File: src/rtl/pss_tx_gen_pkg.sv
`default_nettype none
// ============================================================================
//  Module      : pss_tx_gen_pkg
//  Description : Shared constants, types and helpers for the PSS generator:
//                m-sequence table, sequence length, N_id_2 shift and FSM
//                state type.
//  Revision    : 1.0 - initial release
// ============================================================================
package pss_tx_gen_pkg;

    localparam int PSS_LEN   = 127;
    localparam int NID_SHIFT = 43;

    typedef enum logic [0:0] {
        ST_IDLE = 1'b0,
        ST_RUN  = 1'b1
    } state_t;

    // x(i+7) = x(i+4) ^ x(i), seeded with x(0..6) = 0,1,1,0,1,1,1.
    // Evaluated at elaboration only, so the result is a plain constant.
    function automatic logic [PSS_LEN-1:0] gen_x_table();
        logic [PSS_LEN-1:0] t;
        t = '0;
        t[6:0] = 7'b1110110;
        for (int i = 0; i < PSS_LEN - 7; i++) begin
            t[i+7] = t[i+4] ^ t[i];
        end
        return t;
    endfunction

    localparam logic [PSS_LEN-1:0] PSS_X_TABLE = gen_x_table();

    // Starting m for bin 0 (n = 63): (63 + 43*N_id_2) mod 127, unrolled so
    // no modulo hardware is needed. Invalid N_id_2 never starts a frame.
    function automatic logic [6:0] m_start(input logic [1:0] nid);
        case (nid)
            2'd0:    return 7'(63);
            2'd1:    return 7'(63 + NID_SHIFT);
            2'd2:    return 7'(63 + 2*NID_SHIFT - PSS_LEN);
            default: return 7'd0;
        endcase
    endfunction

    // Seven-bit counter step that wraps 126 -> 0.
    function automatic logic [6:0] m_inc(input logic [6:0] m);
        return (m == 7'(PSS_LEN - 1)) ? 7'd0 : m + 7'd1;
    endfunction

endpackage : pss_tx_gen_pkg
`default_nettype wire

File: src/rtl/pss_tx_gen_if.sv
`default_nettype none
// ============================================================================
//  Module      : pss_tx_gen_if
//  Description : Config and output AXI-stream bundle of the PSS generator.
//                slave  = generator side, master = upstream/downstream side.
//  Revision    : 1.0 - initial release
// ============================================================================
interface pss_tx_gen_if #(
    parameter int OUT_DW = 32
) ();
    logic [1:0]        s_axis_cfg_tdata;
    logic              s_axis_cfg_tvalid;
    logic              s_axis_cfg_tready;
    logic [OUT_DW-1:0] m_axis_out_tdata;
    logic              m_axis_out_tvalid;
    logic              m_axis_out_tready;
    logic              m_axis_out_tlast;
    logic              m_axis_out_tuser;

    modport slave (
        input  s_axis_cfg_tdata,
        input  s_axis_cfg_tvalid,
        output s_axis_cfg_tready,
        output m_axis_out_tdata,
        output m_axis_out_tvalid,
        input  m_axis_out_tready,
        output m_axis_out_tlast,
        output m_axis_out_tuser
    );

    modport master (
        output s_axis_cfg_tdata,
        output s_axis_cfg_tvalid,
        input  s_axis_cfg_tready,
        input  m_axis_out_tdata,
        input  m_axis_out_tvalid,
        output m_axis_out_tready,
        input  m_axis_out_tlast,
        input  m_axis_out_tuser
    );
endinterface : pss_tx_gen_if
`default_nettype wire

File: src/rtl/pss_seq_rom.sv
`default_nettype none
// ============================================================================
//  Module      : pss_seq_rom
//  Description : Combinational lookup of the PSS m-sequence bit x(m).
//  Revision    : 1.0 - initial release
// ============================================================================
module pss_seq_rom
    import pss_tx_gen_pkg::*;
(
    input  wire logic [6:0] i_m,
    output logic            o_x
);
    // m never reaches 127 because the index counter wraps at 126.
    assign o_x = PSS_X_TABLE[i_m];
endmodule : pss_seq_rom
`default_nettype wire

File: src/rtl/pss_tx_gen.sv
`default_nettype none
// ============================================================================
//  Module      : pss_tx_gen
//  Description : Emits one frequency-domain PSS frame (BPSK on the real
//                rail, natural IFFT bin order) per accepted N_id_2 request.
//  Revision    : 1.0 - initial release
// ============================================================================
module pss_tx_gen
    import pss_tx_gen_pkg::*;
#(
    parameter int OUT_DW  = 32,
    parameter int FFT_LEN = 256,
    parameter int AMP     = 2**(OUT_DW/2-2)
) (
    input  wire logic    clk_i,
    input  wire logic    reset_ni,
    pss_tx_gen_if.slave  bus,
    output logic         cfg_err_o
);
    localparam int                    c_HW         = OUT_DW / 2;
    localparam int                    c_BW         = $clog2(FFT_LEN);
    localparam logic [c_BW-1:0]       c_LAST_BIN   = c_BW'(FFT_LEN - 1);
    localparam logic [c_BW-1:0]       c_LOW_LAST   = c_BW'(63);
    localparam logic [c_BW-1:0]       c_HIGH_FIRST = c_BW'(FFT_LEN - 63);
    localparam logic signed [c_HW-1:0] c_POS       = c_HW'(AMP);
    localparam logic signed [c_HW-1:0] c_NEG       = -c_POS;

    state_t              r_state;
    state_t              w_next_state;
    logic                r_cfg_ready;
    logic                r_cfg_err;
    logic                r_tvalid;
    logic                r_tlast;
    logic                r_tuser;
    logic [OUT_DW-1:0]   r_tdata;
    logic [c_BW-1:0]     r_bin;
    logic [6:0]          r_m;

    logic                w_cfg_hs;
    logic                w_nid_ok;
    logic                w_out_hs;
    logic [c_BW-1:0]     w_next_bin;
    logic                w_next_active;
    logic [6:0]          w_m_start;
    logic [6:0]          w_rom_addr;
    logic                w_rom_bit;
    logic [OUT_DW-1:0]   w_sample;

    // cfg_tready is only high in IDLE, so the two handshakes are exclusive.
    assign w_cfg_hs      = r_cfg_ready && bus.s_axis_cfg_tvalid;
    assign w_nid_ok      = (bus.s_axis_cfg_tdata != 2'd3);
    assign w_out_hs      = r_tvalid && bus.m_axis_out_tready;
    assign w_next_bin    = r_bin + c_BW'(1);
    assign w_next_active = (w_next_bin <= c_LOW_LAST) || (w_next_bin >= c_HIGH_FIRST);
    // N_id_2 is captured only through the starting m value; after that the
    // m counter carries the sequence offset and cfg_tdata is ignored.
    assign w_m_start     = m_start(bus.s_axis_cfg_tdata);
    // After n = 126 the counter naturally lands on m for n = 0, so it just
    // holds through the zero bins in the middle of the frame.
    assign w_rom_addr    = r_cfg_ready ? w_m_start : r_m;
    assign w_sample      = {{c_HW{1'b0}}, (w_rom_bit ? c_NEG : c_POS)};

    pss_seq_rom u_rom (
        .i_m (w_rom_addr),
        .o_x (w_rom_bit)
    );

    // State register
    always_ff @(posedge clk_i or negedge reset_ni) begin
        if (!reset_ni) r_state <= ST_IDLE;
        else           r_state <= w_next_state;
    end

    // Next-state decode: start on a valid request, stop on the last beat
    always_comb begin
        w_next_state = r_state;
        case (r_state)
            ST_IDLE: if (w_cfg_hs && w_nid_ok)     w_next_state = ST_RUN;
            ST_RUN:  if (w_out_hs && r_tlast)      w_next_state = ST_IDLE;
            default:                               w_next_state = ST_IDLE;
        endcase
    end

    // Output beat, bin/m counters and config handshake registers
    always_ff @(posedge clk_i or negedge reset_ni) begin
        if (!reset_ni) begin
            r_cfg_ready <= 1'b0;
            r_cfg_err   <= 1'b0;
            r_tvalid    <= 1'b0;
            r_tlast     <= 1'b0;
            r_tuser     <= 1'b0;
            r_tdata     <= '0;
            r_bin       <= '0;
            r_m         <= '0;
        end else begin
            r_cfg_ready <= (w_next_state == ST_IDLE);
            r_cfg_err   <= w_cfg_hs && !w_nid_ok;
            if (w_cfg_hs && w_nid_ok) begin
                r_tvalid <= 1'b1;
                r_tuser  <= 1'b1;
                r_tlast  <= 1'b0;
                r_bin    <= '0;
                r_tdata  <= w_sample;
                r_m      <= m_inc(w_m_start);
            end else if (w_out_hs) begin
                if (r_tlast) begin
                    r_tvalid <= 1'b0;
                    r_tuser  <= 1'b0;
                    r_tlast  <= 1'b0;
                    r_bin    <= '0;
                    r_tdata  <= '0;
                    r_m      <= '0;
                end else begin
                    r_bin   <= w_next_bin;
                    r_tuser <= 1'b0;
                    r_tlast <= (w_next_bin == c_LAST_BIN);
                    r_tdata <= w_next_active ? w_sample : '0;
                    if (w_next_active) r_m <= m_inc(r_m);
                end
            end
        end
    end

    assign bus.s_axis_cfg_tready = r_cfg_ready;
    assign bus.m_axis_out_tvalid = r_tvalid;
    assign bus.m_axis_out_tdata  = r_tdata;
    assign bus.m_axis_out_tlast  = r_tlast;
    assign bus.m_axis_out_tuser  = r_tuser;
    assign cfg_err_o             = r_cfg_err;

endmodule : pss_tx_gen
`default_nettype wire

File: src/flat_wrapper.sv
// flat-port wrapper written by rule: the top's interface ports become plain ports
module pss_tx_gen_flat import pss_tx_gen_pkg::*;
#(
    parameter int OUT_DW  = 32,
    parameter int FFT_LEN = 256,
    parameter int AMP     = 2**(OUT_DW/2-2)
)
  (clk_i, reset_ni, cfg_err_o, bus_s_axis_cfg_tdata, bus_s_axis_cfg_tvalid, bus_s_axis_cfg_tready, bus_m_axis_out_tdata, bus_m_axis_out_tvalid, bus_m_axis_out_tready, bus_m_axis_out_tlast, bus_m_axis_out_tuser);
  pss_tx_gen_if #(.OUT_DW(OUT_DW)) bus_i ();
  input  wire logic clk_i;
  input  wire logic reset_ni;
  output logic cfg_err_o;
  input wire logic [$bits(bus_i.s_axis_cfg_tdata)-1:0] bus_s_axis_cfg_tdata;
  input wire logic [$bits(bus_i.s_axis_cfg_tvalid)-1:0] bus_s_axis_cfg_tvalid;
  output wire logic [$bits(bus_i.s_axis_cfg_tready)-1:0] bus_s_axis_cfg_tready;
  output wire logic [$bits(bus_i.m_axis_out_tdata)-1:0] bus_m_axis_out_tdata;
  output wire logic [$bits(bus_i.m_axis_out_tvalid)-1:0] bus_m_axis_out_tvalid;
  input wire logic [$bits(bus_i.m_axis_out_tready)-1:0] bus_m_axis_out_tready;
  output wire logic [$bits(bus_i.m_axis_out_tlast)-1:0] bus_m_axis_out_tlast;
  output wire logic [$bits(bus_i.m_axis_out_tuser)-1:0] bus_m_axis_out_tuser;
  assign bus_i.s_axis_cfg_tdata = bus_s_axis_cfg_tdata;
  assign bus_i.s_axis_cfg_tvalid = bus_s_axis_cfg_tvalid;
  assign bus_s_axis_cfg_tready = bus_i.s_axis_cfg_tready;
  assign bus_m_axis_out_tdata = bus_i.m_axis_out_tdata;
  assign bus_m_axis_out_tvalid = bus_i.m_axis_out_tvalid;
  assign bus_i.m_axis_out_tready = bus_m_axis_out_tready;
  assign bus_m_axis_out_tlast = bus_i.m_axis_out_tlast;
  assign bus_m_axis_out_tuser = bus_i.m_axis_out_tuser;
  pss_tx_gen #(.OUT_DW(OUT_DW), .FFT_LEN(FFT_LEN), .AMP(AMP)) u_core (.clk_i(clk_i), .reset_ni(reset_ni), .bus(bus_i), .cfg_err_o(cfg_err_o));
endmodule
File: config.mk
export PLATFORM = sky130hd
export DESIGN_NAME = pss_tx_gen_flat
export DESIGN_NICKNAME = d
export VERILOG_FILES = /design/src/rtl/pss_tx_gen_pkg.sv /design/src/rtl/pss_tx_gen_if.sv /design/src/rtl/pss_seq_rom.sv /design/src/rtl/pss_tx_gen.sv /design/src/flat_wrapper.sv
export SDC_FILE = /design/constraint.sdc
export NUM_CORES = 1
export LEC_CHECK = 0
export CORE_MARGIN = 1
export CORE_UTILIZATION = 25
export DETAILED_ROUTE_END_ITERATION = 7
export GPL_ROUTABILITY_DRIVEN = 0
export GPL_TIMING_DRIVEN = 0
export PLACE_DENSITY_LB_ADDON = 0.25
export SYNTH_ARGS = -nofsm -noshare
export SYNTH_HDL_FRONTEND = slang
export SYNTH_SLANG_ARGS = --single-unit
File: constraint.sdc
create_clock -name clk_i -period 5.5 [get_ports clk_i]
set_clock_uncertainty 0.2 [all_clocks]
set_input_delay 1.1 -clock clk_i [delete_from_list [all_inputs] [get_ports clk_i]]
set_output_delay 1.1 -clock clk_i [all_outputs]
set_load 0.05 [all_outputs]
==> impl_metrics.tcl <==
set metrics [dict create \
    status "complete, no violations" \
    dp_hpwl_um 3703 \
    ant_nets 0 \
    r2r_start "u_core.r_m[1]" \
    reg2regPathDepth 8 \
    grt_pass1_wl_um 8128 \
    numCtsBuffers 3 \
    finalCoreUtilization 0.3092 \
    post-route-drc-count 0 \
    routedWlPerCell_um 11.88 \
    synth_seq_cells 23 \
    use_met2 0.1811 \
    worst_pin_slew_ns 1.081 \
    timing.slew.headroom 0.2774 \
    crit_top_cell "ha_1" \
    nets 328 \
    placed_cells 403 \
    drive_gt1_frac 0.1589 \
    insertion_delay_ns 0.27 \
    hold_start "u_core.bus.m_axis_out_tuser" \
    grt.overflow.total 0 \
    num_rows 33 \
    met3_usage 0.008052 \
    rsz0062_at_grt "false" \
    multiInputGateArea_mm2 0.001346 \
    yosysTopAreaCell "dfrtp_1" \
    grt_pass1_vias 1679 \
    cts_root_buf "clkbuf_8" \
    die_area_mm2 0.008962 \
    holdCritPathClass "reg -> reg" \
    port-buffer-count 12 \
    synth_flop_cell "dfrtp_1" \
    synth_top_area_frac 0.2681 \
    yosysWarnings 0 \
    die_h_um 94.67 \
    first_iter_violations 62 \
    cts_sinks 23 \
    viasPerCell 4.528 \
    hold_buffers 0 \
    core_area_mm2 0.008258 \
    timing.rr.end "u_core.bus.m_axis_out_tdata[15]" \
    arrival_ns 3.73 \
    synth_edf_count 0 \
    critical_path_buf_inv_count 2 \
    synth.avg_cell_area_um2 8.354 \
    p_per_area_mw_per_mm2 377.7 \
    syn2layout_area_growth_pct 18.94 \
    ios 43 \
    path_clk_slew_ns 0.09 \
    antenna_cells 0 \
    leakagePower_uw 0.001200 \
    startpoint_type "input pin" \
    fmax_mhz 267.1 \
    grt.total_usage 0.1145 \
    syn_inst 257 \
    die_x_um 94.67 \
    grt_busiest_layer "met2" \
    slew_viol_final 0 \
    max_cap_viol_count 0 \
    hold_path_end "u_core.bus.m_axis_out_tuser" \
    max_stage_delay_ns 0.49 \
    drt-pass1-iter-count 4 \
    critical-path-top-delay-family "buffers and inverters" \
    vias 1843 \
    period_share 0.6807 \
    hold_viol_final 0 \
    post_cts_buffers 0 \
    reg2reg_slack_ns 2.72 \
    clock_path_buffers 2 \
    synth_cell_types 53 \
    htree_levels 1 \
    initial_core_util 0.2600 \
    grt_max_degree 24 \
    n_fill_cell 896 \
    hold_path_depth 1 \
    timing_worst_setup_path_type "in -> reg" \
    critPathRequiredTime_ns 5.49 \
    min_period_ns 3.744 \
    setup_violations 0 \
    synthTopCellsByArea "dfrtp_1 (27%), ha_1 (11%), buf_4 (11%), nor2_1 (3.1%), a21oi_1 (3.0%)" \
    cts_resized 0 \
    finalSetupTns_ns 0 \
    met1_usage 0.1615 \
    final_cells 407 \
    slowest_stage "clkdlybuf4s50_1" \
    endpoint_kind "flop" \
    grt_antenna_before_repair 0 \
    yosysSeqAreaShare 0.2681 \
    syn-cell-area_mm2 0.002147 \
    routed_wl_um 4835 \
    tritoncts "built" \
    seq_area_um2 575.6 \
    ir_drop_mv 0.1510 \
    synthArstFlopShare 1.000 \
    crit_chain "clkdlybuf4s50_1 > ha_1 > nand2b_1 > o21ai_0 > inv_1 > ha_1 > mux4_2 > mux2i_1 > o21ai_1 > a22oi_1" \
    worstPathMaxFanout 6 \
]
## layout make-up
type / instances / area share
Multi-Input combinational cell: 210 / 0.5272
Sequential cell: 23 / 0.2254
Buffer: 39 / 0.1102
Tap cell: 105 / 0.05145
Timing Repair Buffer: 12 / 0.04704
Inverter: 14 / 0.02058
Clock buffer: 3 / 0.01617
Clock inverter: 1 / 0.001960
## sequential cells by signal, summed over array words and instances, names as in the netlist
signal	flops
u_core.r_bin	8
u_core.r_m	7
u_core.bus.m_axis_out_tdata	2
u_core.bus.m_axis_out_tlast	1
u_core.bus.m_axis_out_tuser	1
u_core.bus.m_axis_out_tvalid	1
u_core.bus.s_axis_cfg_tready	1
u_core.cfg_err_o	1
u_core.r_state	1
## worst max path at each step
stage,startpoint,cells past startpoint,endpoint,slack [ns]
after global placement,bus_s_axis_cfg_tdata[0],12,u_core.bus.m_axis_out_tdata[15],1.51
after floorplan,bus_s_axis_cfg_tdata[1],12,u_core.bus.m_axis_out_tdata[15],2.29
after CTS,bus_s_axis_cfg_tdata[0],10,u_core.bus.m_axis_out_tdata[15],1.77
after detailed placement,bus_s_axis_cfg_tdata[0],10,u_core.bus.m_axis_out_tdata[15],1.49
final,bus_s_axis_cfg_tdata[0],10,u_core.bus.m_axis_out_tdata[15],1.76
after global routing,bus_s_axis_cfg_tdata[0],10,u_core.bus.m_axis_out_tdata[15],1.54
## stage by stage
| stage | worst slack [ns] | cell area, um^2 | hold slack, ns | total power (uW) |
|---|---|---|---|---|
| after floorplan | 2.289 | 2256 | 0.2548 | 724.6 |
| after global placement | 1.506 | 2507 | 0.2669 | 849.7 |
| after detailed placement | 1.488 | 2507 | 0.2690 | 854.4 |
| after CTS | 1.774 | 2554 | 0.2908 | 967.8 |
| after global routing | 1.545 | 2554 | 0.3004 | 1049 |
| final | 1.756 | 2554 | 0.2821 | 964.5 |
## Yosys cell counts (all sizes together) (2+ instances only)
cell    instances
buf            36
o21ai          27
dfrtp          23
ha             19
nor2           18
nand2          17
inv            14
a21oi          13
nand3          13
nor3            8
and3            6
a31oi           4
and2            4
nand2b          4
xor2            4
clkbuf          3
mux2i           3
o21a            3
xnor2           3
a211oi          2
a21o            2
a22oi           2
a311o           2
mux4            2
nand4           2
nor3b           2
or3             2
## routing by layer
layer	vias up	part of all wire
li1	939	-
met1	848	0.50
met3	6	0.034
met2	50	0.45
met5	-	0
met4	0	0.018
## cells in the final DEF (no fill, tap or decap), types with 12 or more instances in the layout
| cell | n |
|---|---|
| nand3_1 | 12 |
| ha_1 | 19 |
| nand2_1 | 17 |
| inv_1 | 14 |
| o21ai_1 | 13 |
| conb_1 | 30 |
| o21ai_0 | 13 |
| nor2_1 | 18 |
| dfrtp_1 | 23 |
| clkdlybuf4s50_1 | 12 |
| buf_4 | 31 |
| a21oi_1 | 13 |
## power breakdown
| part | internal (uW) | leakage [uW] | switching, uW |
|---|---|---|---|
| clock | 50.7 | 0.0000255 | 58.2 |
| sequential | 215 | 0.000291 | 60.9 |
| combinational | 235 | 0.000883 | 345 |
## logic make-up after synthesis
logic type,synth area share
compound gates,0.2045
simple gates,0.1958
mux,0.03496
fa+ha+maj,0.1107
buf+inv,0.1556
flops,0.2681
other cells,0.001747
xor+xnor,0.02856
(Power assumes the default switching activity.)
